--- config.mk ---
export PLATFORM = sky130hd
export DESIGN_NAME = alu_writeback_unit
export DESIGN_NICKNAME = d
export VERILOG_FILES = /design/src/rtl/alu_writeback_unit.sv
export SDC_FILE = /design/constraint.sdc
export NUM_CORES = 1
export LEC_CHECK = 0
export CAP_MARGIN = 20
export CORE_AREA = 2 2 90 92
export DETAILED_ROUTE_END_ITERATION = 12
export DIE_AREA = 0 0 92 94
export GPL_ROUTABILITY_DRIVEN = 0
export PLACE_DENSITY = 0.92
export SYNTH_ARGS = -nofsm -noshare
export SYNTH_HDL_FRONTEND = slang
export SYNTH_SLANG_ARGS = --single-unit
--- constraint.sdc ---
create_clock -name clk -period 1.7 [get_ports clk]
set_input_delay 0.34 -clock clk [delete_from_list [all_inputs] [get_ports clk]]
set_output_delay 0.34 -clock clk [all_outputs]
set_load 0.05 [all_outputs]
--- src/rtl/alu_writeback_unit.sv ---
// -----------------------------------------------------------------------------
// alu_writeback_unit
//
// Consumer end of the ALU result interface. Captures one ALU result into a
// single-entry stage and retires it either as a register-file write (data
// ops) or as a branch resolution (PC redirect plus a fixed-length front-end
// flush). Also provides a forwarding view of the pending write.
//
// Ports:
//   clk, rst         clock, synchronous active-high reset
//   ex_valid/ready   ALU result handshake
//   ex_opcode/rd/branch/result   captured ALU outputs
//   rf_we/waddr/wdata, rf_ready  register-file write, held until rf_ready
//   fwd_valid/rd/data            pending-write forwarding path
//   pc_load/pc_target            one-cycle redirect on a taken branch
//   flush                        squash younger front-end instructions
//   illegal                      sticky, set when an unknown opcode retires
//
// Optional build macro WB_PERF_EN adds perf_retired / perf_taken counters.
// -----------------------------------------------------------------------------
module alu_writeback_unit #(
  parameter int DATA_W       = 32,
  parameter int ADDR_W       = 7,
  parameter int FLUSH_CYCLES = 2
) (
  input  logic              clk,
  input  logic              rst,
  input  logic              ex_valid,
  output logic              ex_ready,
  input  logic [4:0]        ex_opcode,
  input  logic [ADDR_W-1:0] ex_rd,
  input  logic [ADDR_W-1:0] ex_branch,
  input  logic [DATA_W-1:0] ex_result,
  output logic              rf_we,
  output logic [ADDR_W-1:0] rf_waddr,
  output logic [DATA_W-1:0] rf_wdata,
  input  logic              rf_ready,
  output logic              fwd_valid,
  output logic [ADDR_W-1:0] fwd_rd,
  output logic [DATA_W-1:0] fwd_data,
  output logic              pc_load,
  output logic [ADDR_W-1:0] pc_target,
  output logic              flush,
  output logic              illegal
`ifdef WB_PERF_EN
  ,
  output logic [31:0]       perf_retired,
  output logic [31:0]       perf_taken
`endif
);

  typedef enum logic {ST_RUN, ST_FLUSH} state_e;
  typedef enum logic [1:0] {K_NONE, K_WRITE, K_TAKEN} kind_e;

  state_e            state_q, state_d;
  logic [3:0]        cnt_q, cnt_d;
  logic              stg_valid_q, stg_valid_d;
  kind_e             stg_kind_q, stg_kind_d;
  logic              stg_ill_q, stg_ill_d;
  logic [ADDR_W-1:0] stg_rd_q, stg_rd_d;
  logic [DATA_W-1:0] stg_data_q, stg_data_d;
  logic [ADDR_W-1:0] stg_tgt_q, stg_tgt_d;
  logic              illegal_q, illegal_d;

  kind_e in_kind;
  logic  in_ill;
  logic  do_write, do_branch, retire, capture;

  // Branch outcome is resolved at capture so the stage only stores the class.
  always_comb begin
    in_kind = K_NONE;
    in_ill  = 1'b0;
    case (ex_opcode)
      5'd1, 5'd2, 5'd3, 5'd4,
      5'd5, 5'd6, 5'd9, 5'd10: in_kind = K_WRITE;
      5'd7:                    in_kind = K_TAKEN;
      5'd8:                    in_kind = ex_result[0] ? K_TAKEN : K_NONE;
      5'd0:                    in_kind = K_NONE;
      default:                 in_ill  = 1'b1;
    endcase
  end

  assign do_write  = stg_valid_q && (stg_kind_q == K_WRITE);
  assign do_branch = stg_valid_q && (stg_kind_q == K_TAKEN);
  assign retire    = stg_valid_q && ((stg_kind_q != K_WRITE) || rf_ready);
  // The redirect cycle already counts as the first flush cycle, so no
  // capture is allowed in it even though the FSM is still in RUN.
  assign ex_ready  = !rst && (state_q == ST_RUN) && !do_branch &&
                     (!stg_valid_q || retire);
  assign capture   = ex_valid && ex_ready;

  // FSM: state register
  always_ff @(posedge clk) begin
    if (rst) begin
      state_q <= ST_RUN;
      cnt_q   <= '0;
    end else begin
      state_q <= state_d;
      cnt_q   <= cnt_d;
    end
  end

  // FSM: next state. FLUSH covers the flush cycles after the redirect cycle.
  always_comb begin
    state_d = state_q;
    cnt_d   = cnt_q;
    case (state_q)
      ST_RUN: begin
        if (do_branch && (FLUSH_CYCLES > 1)) begin
          state_d = ST_FLUSH;
          cnt_d   = 4'(FLUSH_CYCLES - 1);
        end
      end
      ST_FLUSH: begin
        cnt_d = cnt_q - 4'd1;
        if (cnt_q <= 4'd1) begin
          state_d = ST_RUN;
          cnt_d   = '0;
        end
      end
      default: begin
        state_d = ST_RUN;
        cnt_d   = '0;
      end
    endcase
  end

  // FSM: outputs
  always_comb begin
    pc_load   = do_branch;
    pc_target = do_branch ? stg_tgt_q : '0;
    flush     = do_branch || (state_q == ST_FLUSH);
  end

  // Stage next-state
  always_comb begin
    stg_valid_d = stg_valid_q;
    stg_kind_d  = stg_kind_q;
    stg_ill_d   = stg_ill_q;
    stg_rd_d    = stg_rd_q;
    stg_data_d  = stg_data_q;
    stg_tgt_d   = stg_tgt_q;
    illegal_d   = illegal_q | (retire && stg_ill_q);
    if (retire) stg_valid_d = 1'b0;
    if (capture) begin
      stg_valid_d = 1'b1;
      stg_kind_d  = in_kind;
      stg_ill_d   = in_ill;
      stg_rd_d    = ex_rd;
      stg_data_d  = ex_result;
      stg_tgt_d   = ex_branch;
    end
  end

  always_ff @(posedge clk) begin
    if (rst) begin
      stg_valid_q <= 1'b0;
      stg_kind_q  <= K_NONE;
      stg_ill_q   <= 1'b0;
      stg_rd_q    <= '0;
      stg_data_q  <= '0;
      stg_tgt_q   <= '0;
      illegal_q   <= 1'b0;
    end else begin
      stg_valid_q <= stg_valid_d;
      stg_kind_q  <= stg_kind_d;
      stg_ill_q   <= stg_ill_d;
      stg_rd_q    <= stg_rd_d;
      stg_data_q  <= stg_data_d;
      stg_tgt_q   <= stg_tgt_d;
      illegal_q   <= illegal_d;
    end
  end

  always_comb begin
    rf_we     = do_write;
    rf_waddr  = do_write ? stg_rd_q   : '0;
    rf_wdata  = do_write ? stg_data_q : '0;
    fwd_valid = do_write;
    fwd_rd    = do_write ? stg_rd_q   : '0;
    fwd_data  = do_write ? stg_data_q : '0;
    illegal   = illegal_q;
  end

`ifdef WB_PERF_EN
  logic [31:0] perf_retired_q, perf_retired_d;
  logic [31:0] perf_taken_q, perf_taken_d;

  always_comb begin
    perf_retired_d = perf_retired_q + {31'd0, retire};
    perf_taken_d   = perf_taken_q + {31'd0, do_branch};
  end

  always_ff @(posedge clk) begin
    if (rst) begin
      perf_retired_q <= '0;
      perf_taken_q   <= '0;
    end else begin
      perf_retired_q <= perf_retired_d;
      perf_taken_q   <= perf_taken_d;
    end
  end

  assign perf_retired = perf_retired_q;
  assign perf_taken   = perf_taken_q;
`endif

endmodule
# ---- Word level (Yosys, flattened, before mapping)
# Index checks and enable logic that the tools add are counted.
dict set report totals {
  ff_bits 56
  memories 0
  romBits 0
  wordCells 59
  ramBits 0
  input_bits 55
  latchBits 0
}
dict set report classes {
  magnitude_cmp 1
  n_shift 0
  eq_ne 14
  n_reduce_logical 18
  n_bitwise 2
  add_sub_neg 1
  mux 14
  div 0
  multipliers 0
}
# operator n
set op_table {}
lappend op_table {{$mux W32} 1}
lappend op_table {{$eq A5 B3 Y1 const B} 4}
lappend op_table {{$eq A5 B4 Y1 const B} 3}
lappend op_table {{$mux W7} 2}
lappend op_table {{$reduce_or A11 Y1} 1}
lappend op_table {{$eq A5 B2 Y1 const B} 2}
lappend op_table {{$logic_and A1 B1 Y1} 8}
lappend op_table {{$mux W4} 2}
lappend op_table {{$pmux W4 S2} 1}
lappend op_table {{$reduce_or A8 Y1} 1}
lappend op_table {{$pmux W2 S3} 1}
lappend op_table {{$eq A5 B1 Y1 const B} 1}
lappend op_table {{$logic_not A5 Y1} 1}
lappend op_table {{$mux W1} 5}
lappend op_table {{$le A4 B1 Y1 const B} 1}
lappend op_table {{$sub A4 B1 Y4 const B} 1}
lappend op_table {{$logic_not A1 Y1} 3}
lappend op_table {{$logic_or A1 B1 Y1} 3}
lappend op_table {{$eq A2 B1 Y1 const B} 1}
lappend op_table {{$eq A2 B2 Y1 const B} 1}
lappend op_table {{$mux W2} 1}
lappend op_table {{$ne A2 B1 Y1 const B} 1}
lappend op_table {{$ne A2 B2 Y1 const B} 1}
lappend op_table {{$pmux W1 S2} 1}
lappend op_table {{3 further kinds} 3}

# ---- Depth between registers and ports, before layout
dict set report depth {
  ltp_word 7
  ltp_mapped 5
  mapped_depth_nobuf 5
}

# ---- Worst setup path after synthesis
# OpenSTA, ideal clock, no wires.
dict set report synth_path {
  path_kind {register to output}
  startpoint {register stg_kind_q[1]}
  endpoint {output port rf_wdata[22]}
  arrival_time_ns 2.007
  path_slack_ns -0.647
  path_stages_with_launch 5
  cell_sequence {dfxtp_1 and3b_1 clkbuf_1 and2_1 buf_4}
}
dict set report synth_between {
  elab_chain_cells 3
}
# item line_no
set synth_rtl {}
lappend synth_rtl {{start, declared} 58} ;# kind_e stg_kind_q, stg_kind_d;
lappend synth_rtl {{start signal, assigned} 166} ;# stg_kind_q <= stg_kind_d;
lappend synth_rtl {{$eq A2 B1 Y1} 83} ;# assign do_write = stg_valid_q && (stg_kind_q == K_WRITE);
lappend synth_rtl {{$logic_and A1 B1 Y1} 83}
lappend synth_rtl {{net fwd_valid} 38} ;# output logic fwd_valid,
lappend synth_rtl {{$mux W32} --}
lappend synth_rtl {{end, declared} 36} ;# output logic [DATA_W-1:0] rf_wdata,
# The timed path passes the listed nets, and every way through them passes these cells.

# ---- Worst setup path in the final report
dict set report layout_path {
  startpoint {register stg_kind_q[1]}
  endpoint {output port rf_wdata[2]}
}
dict set report layout_between {
  elab_chain_cells 3
}
# item line_no
set layout_rtl {}
lappend layout_rtl {{$eq A2 B1 Y1} 83}
lappend layout_rtl {{$logic_and A1 B1 Y1} 83}
lappend layout_rtl {{$mux W32} 178} ;# rf_wdata = do_write ? stg_data_q : '0;
# Every way passes these cells.

==> reports/metrics.yaml <==
drv_cap: 0
layout-drive-gt1-share_pct: 52.5
clkSinkCount: 56
core_area_mm2: 0.00761
die_h_um: 94
regToRegEndpoint: "stg_data_q[19]$_SDFFE_PP0P_"
min_period_over_period_pct: 108
synthTopCellsByArea: "dfxtp_1 35%, mux2_4 22%, buf_4 9.7%"
critPathKind: "register to output port"
p_comb_share_pct: 20.1
finClkSkew_ns: 0.00465
yosysMostFrequentCell: "dfxtp_1"
die-area_mm2: 0.00865
num_antenna_cells: 0
rr_worst_depth: 6
worstHoldEndpoint: "cnt_q[1]$_SDFFE_PP0P_"
grt_first_pass_wirelength_mm: 13.4
crit_fanout: 18
p_int_mw: 2.03
cts-root-buf: "clkbuf_8"
hold_path_startpoint: "rst"
postSynthAreaPerCell_um2: 10.5
synth_commonest_cells: "56 x dfxtp_1, 47 x nor2b_1, 46 x and2_1, 46 x mux2_4, 41 x buf_4"
switching_share_pct: 24.0
async_reset_ff_share_pct: 0
crit_path_end_kind: "output port"
num_vias: 2443
hold_path_depth: 4
dpl_cell_area_mm2: 0.00541
wl_mm: 8.62
netlist_instances: 300
dp_slack_ns: -0.187
rrSetupSlack_ns: 0.02
clock_path_buffers: 2
tightest_slew_ns: 0.350
slew_headroom_pct: 76.6
h-tree-depth: 2
report.power.total_mw: 2.68
slew_viol_final: 0
final_cell_area_mm2: 0.00566
period_needed_ns: 1.84
cts_buffers: 5
fin_nets: 470
post-dp-hpwl_mm: 6.36
synth_warnings: 0
setup_viol: 90
synthesis.nets: 357
fmax_mhz: 544
numPortBuffers: 145
ant_nets: 0
rr_startpoint: "stg_kind_q[1]$_SDFFE_PP0P_"
ys.flop_type: "dfxtp_1"
firstDrtPassIters: 4
synth_top_area_share_pct: 35.4
finalWorstSetupSlack_ns: -0.140
crit_required_ns: 1.36
status: "finished with violations"
cts_tree: "yes"
synth_seq_cells: 56
hold_viol_final: 0
io_pins: 146
powerDensity_mw_per_mm2: 473
violations: "negative setup slack"
yosysSeqAreaShare_pct: 35.4
p_switching_mw: 0.644
p_seq_share_pct: 54.4
grt-ovfl-total: 0
detail_route.vias_per_cell: 4.74
synth-edff-count: 0
num_rows: 32
wl_per_cell_um: 16.7
clk_pin_slew_worst_paths_ns: 0.09
initial_core_util_pct: 41.6
synth_area_leader_cell: "dfxtp_1"
die_w_um: 92
startpoint_type: "register"
grt_pass1_vias: 2671
crit_arrival_ns: 1.50
clockPowerShare_pct: 25.5
ir_worst_vdd_mv: 0.301
drt-initial-drc-count: 69
area_growth_pct: 78.9
syn_area_mm2: 0.00316
track_usage_pct: 19.1
hp-class: "input pin to register"
drcViolationCount: 0
power_leakage_nw: 2.41
synth_cell_types: 36
rsz0062_at_grt: "true"
grt_max_degree: 30
clkLatencyLatePin_ns: 0.30
antenna_found_initial: 0
[cell type report]
cell class / count / area [um^2]
clock buffers: 6 / 72.6
clock inverters: 1 / 5.00
fillers: 485 / 1950
inverters: 3 / 15.0
multi-input cells: 185 / 1750
flip-flops and latches: 56 / 1130
well taps: 102 / 128
repair buffers: 162 / 2560
[power by group through the flow]
stage / combinational, mW / clock (mW) / sequential (mW)
2_1_floorplan: 0.313 / 0 / 1.46
3_3_place_gp: 0.500 / 0 / 1.47
3_5_place_dp: 0.521 / 0 / 1.48
6_report: 0.538 / 0.683 / 1.45
4_1_cts: 0.530 / 0.699 / 1.45
5_1_grt: 0.569 / 0.751 / 1.46
[state kept, by name (all words and copies together) (netlist names), 2 cells and up]
register / flops
stg_data_q: 32
stg_rd_q: 7
stg_tgt_q: 7
cnt_q: 4
stg_kind_q: 2
[layout by cell type, fill, tap and decap left out, types with 3 or more instances in the layout]
master / instances
nor2b_1: 47
nand2b_1: 5
dfxtp_1: 53
o21ai_0: 3
and2_4: 39
buf_6: 3
buf_4: 10
clkdlybuf4s50_1: 53
mux2_4: 46
clkbuf_8: 5
nand3b_1: 3
and2_2: 7
mux2i_1: 3
buf_12: 93
[worst max-delay path, cell delays in order (launching register included)]
cell and delay, ns:
dfxtp_2 0.35, and3b_2 0.34, buf_12 0.17, and2_4 0.19, buf_12 0.14
[how the worst max path moves through the flow]
stage / startpoint / end / cells after the start
global placement: rf_ready / ex_ready / 5
global route: stg_kind_q[0]$_SDFFE_PP0P_ / pc_target[1] / 4
finish: stg_kind_q[1]$_SDFFE_PP0P_ / rf_wdata[2] / 4
detailed placement: rf_ready / stg_rd_q[6]$_SDFFE_PP0P_ / 5
floorplan: stg_kind_q[1]$_SDFFE_PP0P_ / rf_wdata[24] / 4
CTS: stg_kind_q[1]$_SDFFE_PP0P_ / fwd_data[21] / 4
[metrics by stage]
stage / util (%) / hold slack, ns / instances / TNS (ns)
4_1_cts: 73.3 / 0.481 / 510 / -8.86
3_5_place_dp: 71.1 / 0.481 / 501 / -8.09
2_1_floorplan: - / 0.453 / 300 / -1.30
6_report: 74.4 / 0.493 / 515 / -10.97
3_3_place_gp: 71.1 / 0.452 / 501 / -7.51
5_1_grt: 74.4 / 0.515 / 515 / -15.48
[cells by family after synthesis]
family,after synthesis,synth area share (%)
buf+inv,59,13.1
compound gates,16,3.44
mux,49,22.8
flops,56,35.4
simple gates,118,24.5
fa+ha+maj,2,0.791
[routing by layer]
layer	part of all wire, %	GRT usage [%]
met2	54	36.4
met3	5.7	4.33
met5	0	0
met4	0.49	3.61
met1	39	22.0
[what timing repair did]
action                                  4_1_cts  5_1_grt
pin swaps                                    17       13
gates cloned                                  0        2
buffers inserted                              2        3
hold buffers                                  0        0
gates resized for setup                      28        4
endpoints found under the setup margin       90      111
No activity file was read; power rests on OpenSTA's default activity.
